## src/rtl/cpu_pkg.sv

```systemverilog
// Shared types for the instruction issue path: sequencer state, I-type instruction word, x0 index.
// No logic; imported by the FIFO and the sequencer.
package cpu_pkg;

  typedef enum logic [1:0] {
    IDLE,
    DECODE,
    EXECUTE,
    WRITEBACK
  } seq_state_t;

  typedef struct packed {
    logic [2:0]  opcode;
    logic [4:0]  rd;
    logic [4:0]  rs1;
    logic [11:0] imm12;
  } instr_t;

  localparam logic [4:0] REG_ZERO = 5'd0;

  // x0 is hardwired to zero, so a write to it must never be strobed.
  function automatic logic writes_reg(input logic [4:0] rd);
    return rd != REG_ZERO;
  endfunction

endpackage

```

## src/rtl/instr_fifo.sv

```systemverilog
// Instruction buffer: DEPTH-entry circular FIFO, head visible combinationally, one-cycle push-to-head.
// push is ignored while full and pop while empty; full/empty come from a registered count.
module instr_fifo
  import cpu_pkg::*;
#(
  parameter int DEPTH = 4
) (
  input  logic   clk,
  input  logic   reset,
  input  logic   push,
  input  instr_t push_data,
  input  logic   pop,
  output instr_t head,
  output logic   full,
  output logic   empty
);

  localparam int AW = $clog2(DEPTH);

  instr_t        mem [DEPTH];
  logic [AW-1:0] wr_ptr;
  logic [AW-1:0] rd_ptr;
  logic [AW:0]   count;
  logic          do_push;
  logic          do_pop;

  assign full    = count == (AW+1)'(DEPTH);
  assign empty   = count == '0;
  assign do_push = push && !full;
  assign do_pop  = pop && !empty;
  assign head    = mem[rd_ptr];

  // Storage is not reset: the count alone decides which entries are live.
  always_ff @(posedge clk) begin
    if (do_push) begin
      mem[wr_ptr] <= push_data;
    end
  end

  always_ff @(posedge clk) begin
    if (reset) begin
      wr_ptr <= '0;
      rd_ptr <= '0;
      count  <= '0;
    end else begin
      if (do_push) begin
        wr_ptr <= wr_ptr + AW'(1);
      end
      if (do_pop) begin
        rd_ptr <= rd_ptr + AW'(1);
      end
      case ({do_push, do_pop})
        2'b10:   count <= count + (AW+1)'(1);
        2'b01:   count <= count - (AW+1)'(1);
        default: count <= count;
      endcase
    end
  end

endmodule

```

## src/rtl/exec_sequencer.sv

```systemverilog
// Serial issue controller: DECODE/EXECUTE/WRITEBACK per instruction, 3 cycles each, first write 4 cycles after acceptance.
// in_ready = !full from the registered count, so a slot freed by a pop is offered on the following cycle.
module exec_sequencer
  import cpu_pkg::*;
#(
  parameter int WIDTH = 32,
  parameter int DEPTH = 4,
  parameter int CNT_W = 16
) (
  input  logic             clk,
  input  logic             reset,
  input  logic             in_valid,
  output logic             in_ready,
  input  logic [2:0]       in_opcode,
  input  logic [4:0]       in_rd,
  input  logic [4:0]       in_rs1,
  input  logic [11:0]      in_imm12,
  output logic [4:0]       rf_read_addr,
  output logic [4:0]       rf_write_addr,
  output logic             rf_write_en,
  output logic [2:0]       alu_op,
  output logic [WIDTH-1:0] imm_data,
  output logic             busy,
  output logic             retire,
  output logic [CNT_W-1:0] retired_count
);

  seq_state_t state;
  instr_t     in_instr;
  instr_t     head;
  instr_t     cur;
  logic       full;
  logic       empty;
  logic       pop;

  assign in_instr = '{opcode: in_opcode, rd: in_rd, rs1: in_rs1, imm12: in_imm12};
  assign in_ready = !full;
  assign pop      = !empty && (state == IDLE || state == WRITEBACK);
  assign busy     = (state != IDLE) || !empty;

  instr_fifo #(
    .DEPTH(DEPTH)
  ) u_fifo (
    .clk      (clk),
    .reset    (reset),
    .push     (in_valid),
    .push_data(in_instr),
    .pop      (pop),
    .head     (head),
    .full     (full),
    .empty    (empty)
  );

  always_ff @(posedge clk) begin
    if (reset) begin
      state         <= IDLE;
      cur           <= '0;
      rf_read_addr  <= '0;
      rf_write_addr <= '0;
      rf_write_en   <= 1'b0;
      alu_op        <= '0;
      imm_data      <= '0;
      retire        <= 1'b0;
      retired_count <= '0;
    end else begin
      rf_write_en <= 1'b0;
      retire      <= 1'b0;
      case (state)
        IDLE, WRITEBACK: begin
          // Operands are launched straight from the head so they are already valid in DECODE.
          if (!empty) begin
            cur          <= head;
            rf_read_addr <= head.rs1;
            alu_op       <= head.opcode;
            imm_data     <= WIDTH'(head.imm12);
            state        <= DECODE;
          end else begin
            state <= IDLE;
          end
        end
        DECODE: begin
          state <= EXECUTE;
        end
        EXECUTE: begin
          // Re-assert from the latched instruction so operands stay pinned through the write.
          rf_read_addr  <= cur.rs1;
          alu_op        <= cur.opcode;
          imm_data      <= WIDTH'(cur.imm12);
          rf_write_addr <= cur.rd;
          rf_write_en   <= writes_reg(cur.rd);
          retire        <= 1'b1;
          retired_count <= retired_count + CNT_W'(1);
          state         <= WRITEBACK;
        end
        default: begin
          state <= IDLE;
        end
      endcase
    end
  end

endmodule
```

## config.mk

```make
export PLATFORM = sky130hd
export DESIGN_NAME = exec_sequencer
export DESIGN_NICKNAME = d
export VERILOG_FILES = /design/src/rtl/cpu_pkg.sv /design/src/rtl/instr_fifo.sv /design/src/rtl/exec_sequencer.sv
export SDC_FILE = /design/constraint.sdc
export NUM_CORES = 1
export LEC_CHECK = 0
export ABC_AREA = 1
export CORE_ASPECT_RATIO = 0.8
export CORE_MARGIN = 1.5
export CORE_UTILIZATION = 60
export CTS_CLUSTER_SIZE = 20
export DETAILED_ROUTE_END_ITERATION = 10
export DONT_BUFFER_PORTS = 1
export PLACE_DENSITY = 0.76
export SETUP_SLACK_MARGIN = 0.5
export SLEW_MARGIN = 25
export SYNTH_ARGS = -nofsm -noshare
export SYNTH_HDL_FRONTEND = slang
export SYNTH_SLANG_ARGS = --single-unit
```

## constraint.sdc

```tcl
create_clock -name clk -period 3.2 [get_ports clk]
set_input_delay 0.64 -clock clk [delete_from_list [all_inputs] [get_ports clk]]
set_output_delay 0.64 -clock clk [all_outputs]
set_load 0.01 [all_outputs]
```

==> results by group <==
Status
  – Outcome: complete, no violations

Timing
  – Fin Clk Skew: 0.0139 ns
  – Number of setup violations in the final report: 0
  – Worst Tran Pin Value: slightly below 0.9 ns
  – Final Max Tran Viols: 0
  – Final Hold Violating Endpoints: 0
  – Worst slew margin relative to its limit: 42.2%
  – Final cycle utilization of the critical path: 81.0%
  – Highest clock rate: just under 400 MHz
  – Smallest setup slack after layout: 0.606 ns
  – Clock period minus final worst setup slack: 2.59 ns
  – Setup repair after global routing missed its margin: no
  – Accumulated negative setup slack: 0 ns

Clock tree
  – CTS hold repair buffers: 0
  – Reg clk slew, reported paths: 0.07 ns
  – Cell at the root of the clock tree: sky130_fd_sc_hd__clkbuf_16
  – CTS max path bufs: 2
  – Number of clock buffers inserted by TritonCTS: 17
  – # H-tree levels: 4
  – TritonCTS sink count: 179
  – TritonCTS clock tree: built
  – Clock insertion delay at the later pin of the skew report: 0.43 ns

Place
  – Routability congestion estimate: between 0.8 and 0.9
  – Port-buffer cells: 0
  – DP Wirelength: 9310 microns
  – Post-place setup slack: 0.594 ns
  – Placed Instance Area: ~7200 sq um

Power
  – Max IR drop VDD: 0.000699 V
  – Sequential power share: a little over 40%
  – Internal power consumption: 0.00477 W
  – Pwr per Cell Area: 980 nW/um^2
  – Total power of the final layout: about 0.0077 W
  – Total leakage power: 3.06 nW
  – Portion of total power attributed to the clock network: 27.5%
  – Gate power share: 31.2%
  – Fraction of power spent switching nets: 38.0%
  – NetSw: about 0.003 W

Synthesis
  – Compound-cell area share of the yosys netlist: 7.60%
  – Post-synthesis sequential element count: 179
  – Share of synthesized area occupied by flip-flops and latches: 63.6%
  – Dominant cell type by area after synthesis: sky130_fd_sc_hd__edfxtp_1
  – Distinct cells, synth: 31
  – Warning count from the yosys run: 0
  – Xor/xnor share of the synthesized area: 0.364%
  – Simple-gate share of the synthesized area: 20.7%
  – Fraction of synthesized area in multiplexers: 0%
  – Mapped cell area: just over 7000 sq um
  – EDFF count, synth: 100
  – Gate count of the mapped netlist: ~750
  – Main area contributors after synthesis: sky130_fd_sc_hd__edfxtp_1, sky130_fd_sc_hd__dfxtp_1, sky130_fd_sc_hd__nand2_1
  – Async set or reset register ratio after synthesis: 0%
  – Adder-cell area share of the yosys netlist: 1.67%
  – Commonest register cell after synthesis: sky130_fd_sc_hd__edfxtp_1
  – Share of the synthesized area in the top cell type: 41.6%
  – Main combinational cell family by area after synthesis: simple AND/OR/NAND/NOR gates
  – Synthesized area per cell: 9.58 sq um

Final layout
  – Diode count: 0
  – Share of layout cells above drive strength 1: 7.40%
  – Post-route standard cell area excluding fillers: 7850 sq um
  – Filler cell count in the final layout: 854
  – Layout-stage area growth over the synthesis result: 8.79%
  – Number of nets in the layout: 781

Floorplan
  – Area of the core region: 11600 sq um
  – Die height: 101 microns
  – Initial core utilization: 62.2%
  – Ports placed on the boundary: 93
  – Die area: 12700 sq um
  – Standard-cell rows: 35
  – Die width: between 100 and 150 microns

Worst setup path
  – Setup Crit Path Kind: flip-flop to flip-flop
  – Worst-path fanout max: 36
  – Required arrival time at the worst endpoint: 3.50 ns
  – Sequence of cells on the critical path: inv_1 -> ha_1 -> inv_1 -> nand2_8 -> inv_4 -> ha_1 -> fa_1 -> a21oi_1 -> o21ai_0 -> o21ai_0 -> a21oi_1
  – Kind of end point of the critical path: flip-flop
  – Critical path buffer and inverter count: 3
  – Arrival time of the worst setup path: 2.89 ns
  – Longest individual stage delay on the worst path: approximately 0.40 ns
  – Cell class contributing the biggest share of worst-path delay: adder cells
  – Kind of launch point of the worst setup path: flip-flop
  – Cell with the biggest individual delay on the critical path: sky130_fd_sc_hd__fa_1

GRT
  – Initial antenna violation count: 0
  – Pin count of the biggest net entering global routing: 51
  – Via count of the first global-routing pass: 4712
  – Total track usage: approximately a quarter
  – Grt total ovfl: 0
  – Global-route wire length before repair: 24200 microns

Run
  – Max-Cap Viols: 0

Route
  – Final routed DRC violation total: 0
  – DR vias: 5084
  – Routed length per placed instance: ~17 microns
  – Detail Route Antenna Nets: 0
  – Total wire length: 15300 microns
  – Iteration count of the initial detailed-routing pass: 6
  – Number of vias per cell after detailed routing: 5.62
  – Initial drt markers: 395

Worst hold path
  – Hold Crit Class: primary input to flip-flop
[power groups by stage]
stage	clock network [W]	logic (W)	registers, W
after floorplan	0	0.00182	0.00314
after global placement	0	0.00221	0.00320
after detailed placement	0	0.00229	0.00322
after CTS	0.00214	0.00234	0.00317
after global routing	0.00222	0.00268	0.00321
final	0.00212	0.00240	0.00317
[layer usage]
layer	part of all wire, %	track usage, %
met2	46	39.6
met5	0	0
met4	0.97	8.22
met1	43	32.9
met3	9.2	7.27
[worst paths after layout]
path	from	end	slack (ns)	cells past startpoint
max	state[0]	u_fifo.count[2]	0.61	11
min	reset	retired_count[10]	0.29	1
max reg2reg	state[0]	u_fifo.count[2]	0.61	11
min reg2reg	u_fifo.rd_ptr[1]	u_fifo.rd_ptr[1]	0.49	2
[metrics by stage]
| step | hold WS (ns) | utilization, % | instances |
|---|---|---|---|
| 6_report | 0.286 | 67.6 | 905 |
| 5_1_grt | 0.270 | 67.6 | 905 |
| 4_1_cts | 0.272 | 67.5 | 905 |
| 3_5_place_dp | 0.483 | 62.3 | 873 |
| 3_3_place_gp | 0.477 | 62.3 | 873 |
| 2_1_floorplan | 0.445 | - | 772 |
[worst register-to-register path, delay by kind of cell, from the launching register on]
family | cells | cell delay [ns]
AND/OR/NAND/NOR | 1 | 0.19
adder cells (fa/ha/maj) | 3 | 1.00
flip-flops | 1 | 0.32
buffers and inverters | 3 | 0.34
AO/OA/AOI/OAI | 4 | 0.64
[Yosys cell counts (3+ instances only)]
master and n:
sky130_fd_sc_hd__inv_1 30, sky130_fd_sc_hd__a21oi_1 37, sky130_fd_sc_hd__edfxtp_1 100, sky130_fd_sc_hd__o21ai_0 66
sky130_fd_sc_hd__nand2_1 196, sky130_fd_sc_hd__nor2_1 95, sky130_fd_sc_hd__inv_2 4, sky130_fd_sc_hd__buf_4 21
sky130_fd_sc_hd__buf_2 19, sky130_fd_sc_hd__nand3_1 60, sky130_fd_sc_hd__xor2_1 3, sky130_fd_sc_hd__dfxtp_1 79
sky130_fd_sc_hd__nor2_2 3, sky130_fd_sc_hd__clkbuf_1 11, sky130_fd_sc_hd__ha_1 8
[area by class of cell]
class                   instances  area [sq um]  share of cell area [%]
multi-input cells             504          2280                    29.0
clock buffers                  18           429                    5.47
flip-flops and latches        179          4580                    58.4
repair buffers                  8          60.1                   0.765
inverters                      34           130                    1.66
well taps                     148           185                    2.36
clock inverters                14           179                    2.28
[sequential cells by signal, summed over array words and instances, names as in the netlist, named ones only]
register and cells:
u_fifo.mem 100, u_fifo.wr_ptr 2, cur 25, imm_data 12, rf_write_addr 5, rf_read_addr 5
rf_write_en 1, u_fifo.rd_ptr 2, retired_count 16, state 2, u_fifo.count 3, alu_op 3
retire 1
[placed cells by master (no fill, tap or decap), drive strengths merged, types with 18 or more instances in the layout]
cell,instances
nand2,198
a21oi,38
nand3,61
clkbuf,18
nor2,99
inv,37
o21ai,68
conb,20
dfxtp,79
edfxtp,100
[cell families (layout without fill, tap and decap cells)]
| logic type | count (synthesis) | in the layout |
|---|---|---|
| flops | 179 | 179 |
| simple gates | 364 | 364 |
| other cells | 1 | 20 |
| buf+inv | 89 | 74 |
| compound gates | 108 | 108 |
| xor+xnor | 3 | 3 |
| fa+ha+maj | 9 | 9 |
[repair_timing]
action | 4_1_cts | 5_1_grt
resized for setup | 0 | 3
setup endpoints to repair | 0 | 2
setup buffers | 0 | 0
Note: power is estimated with default switching activity, not from simulation.
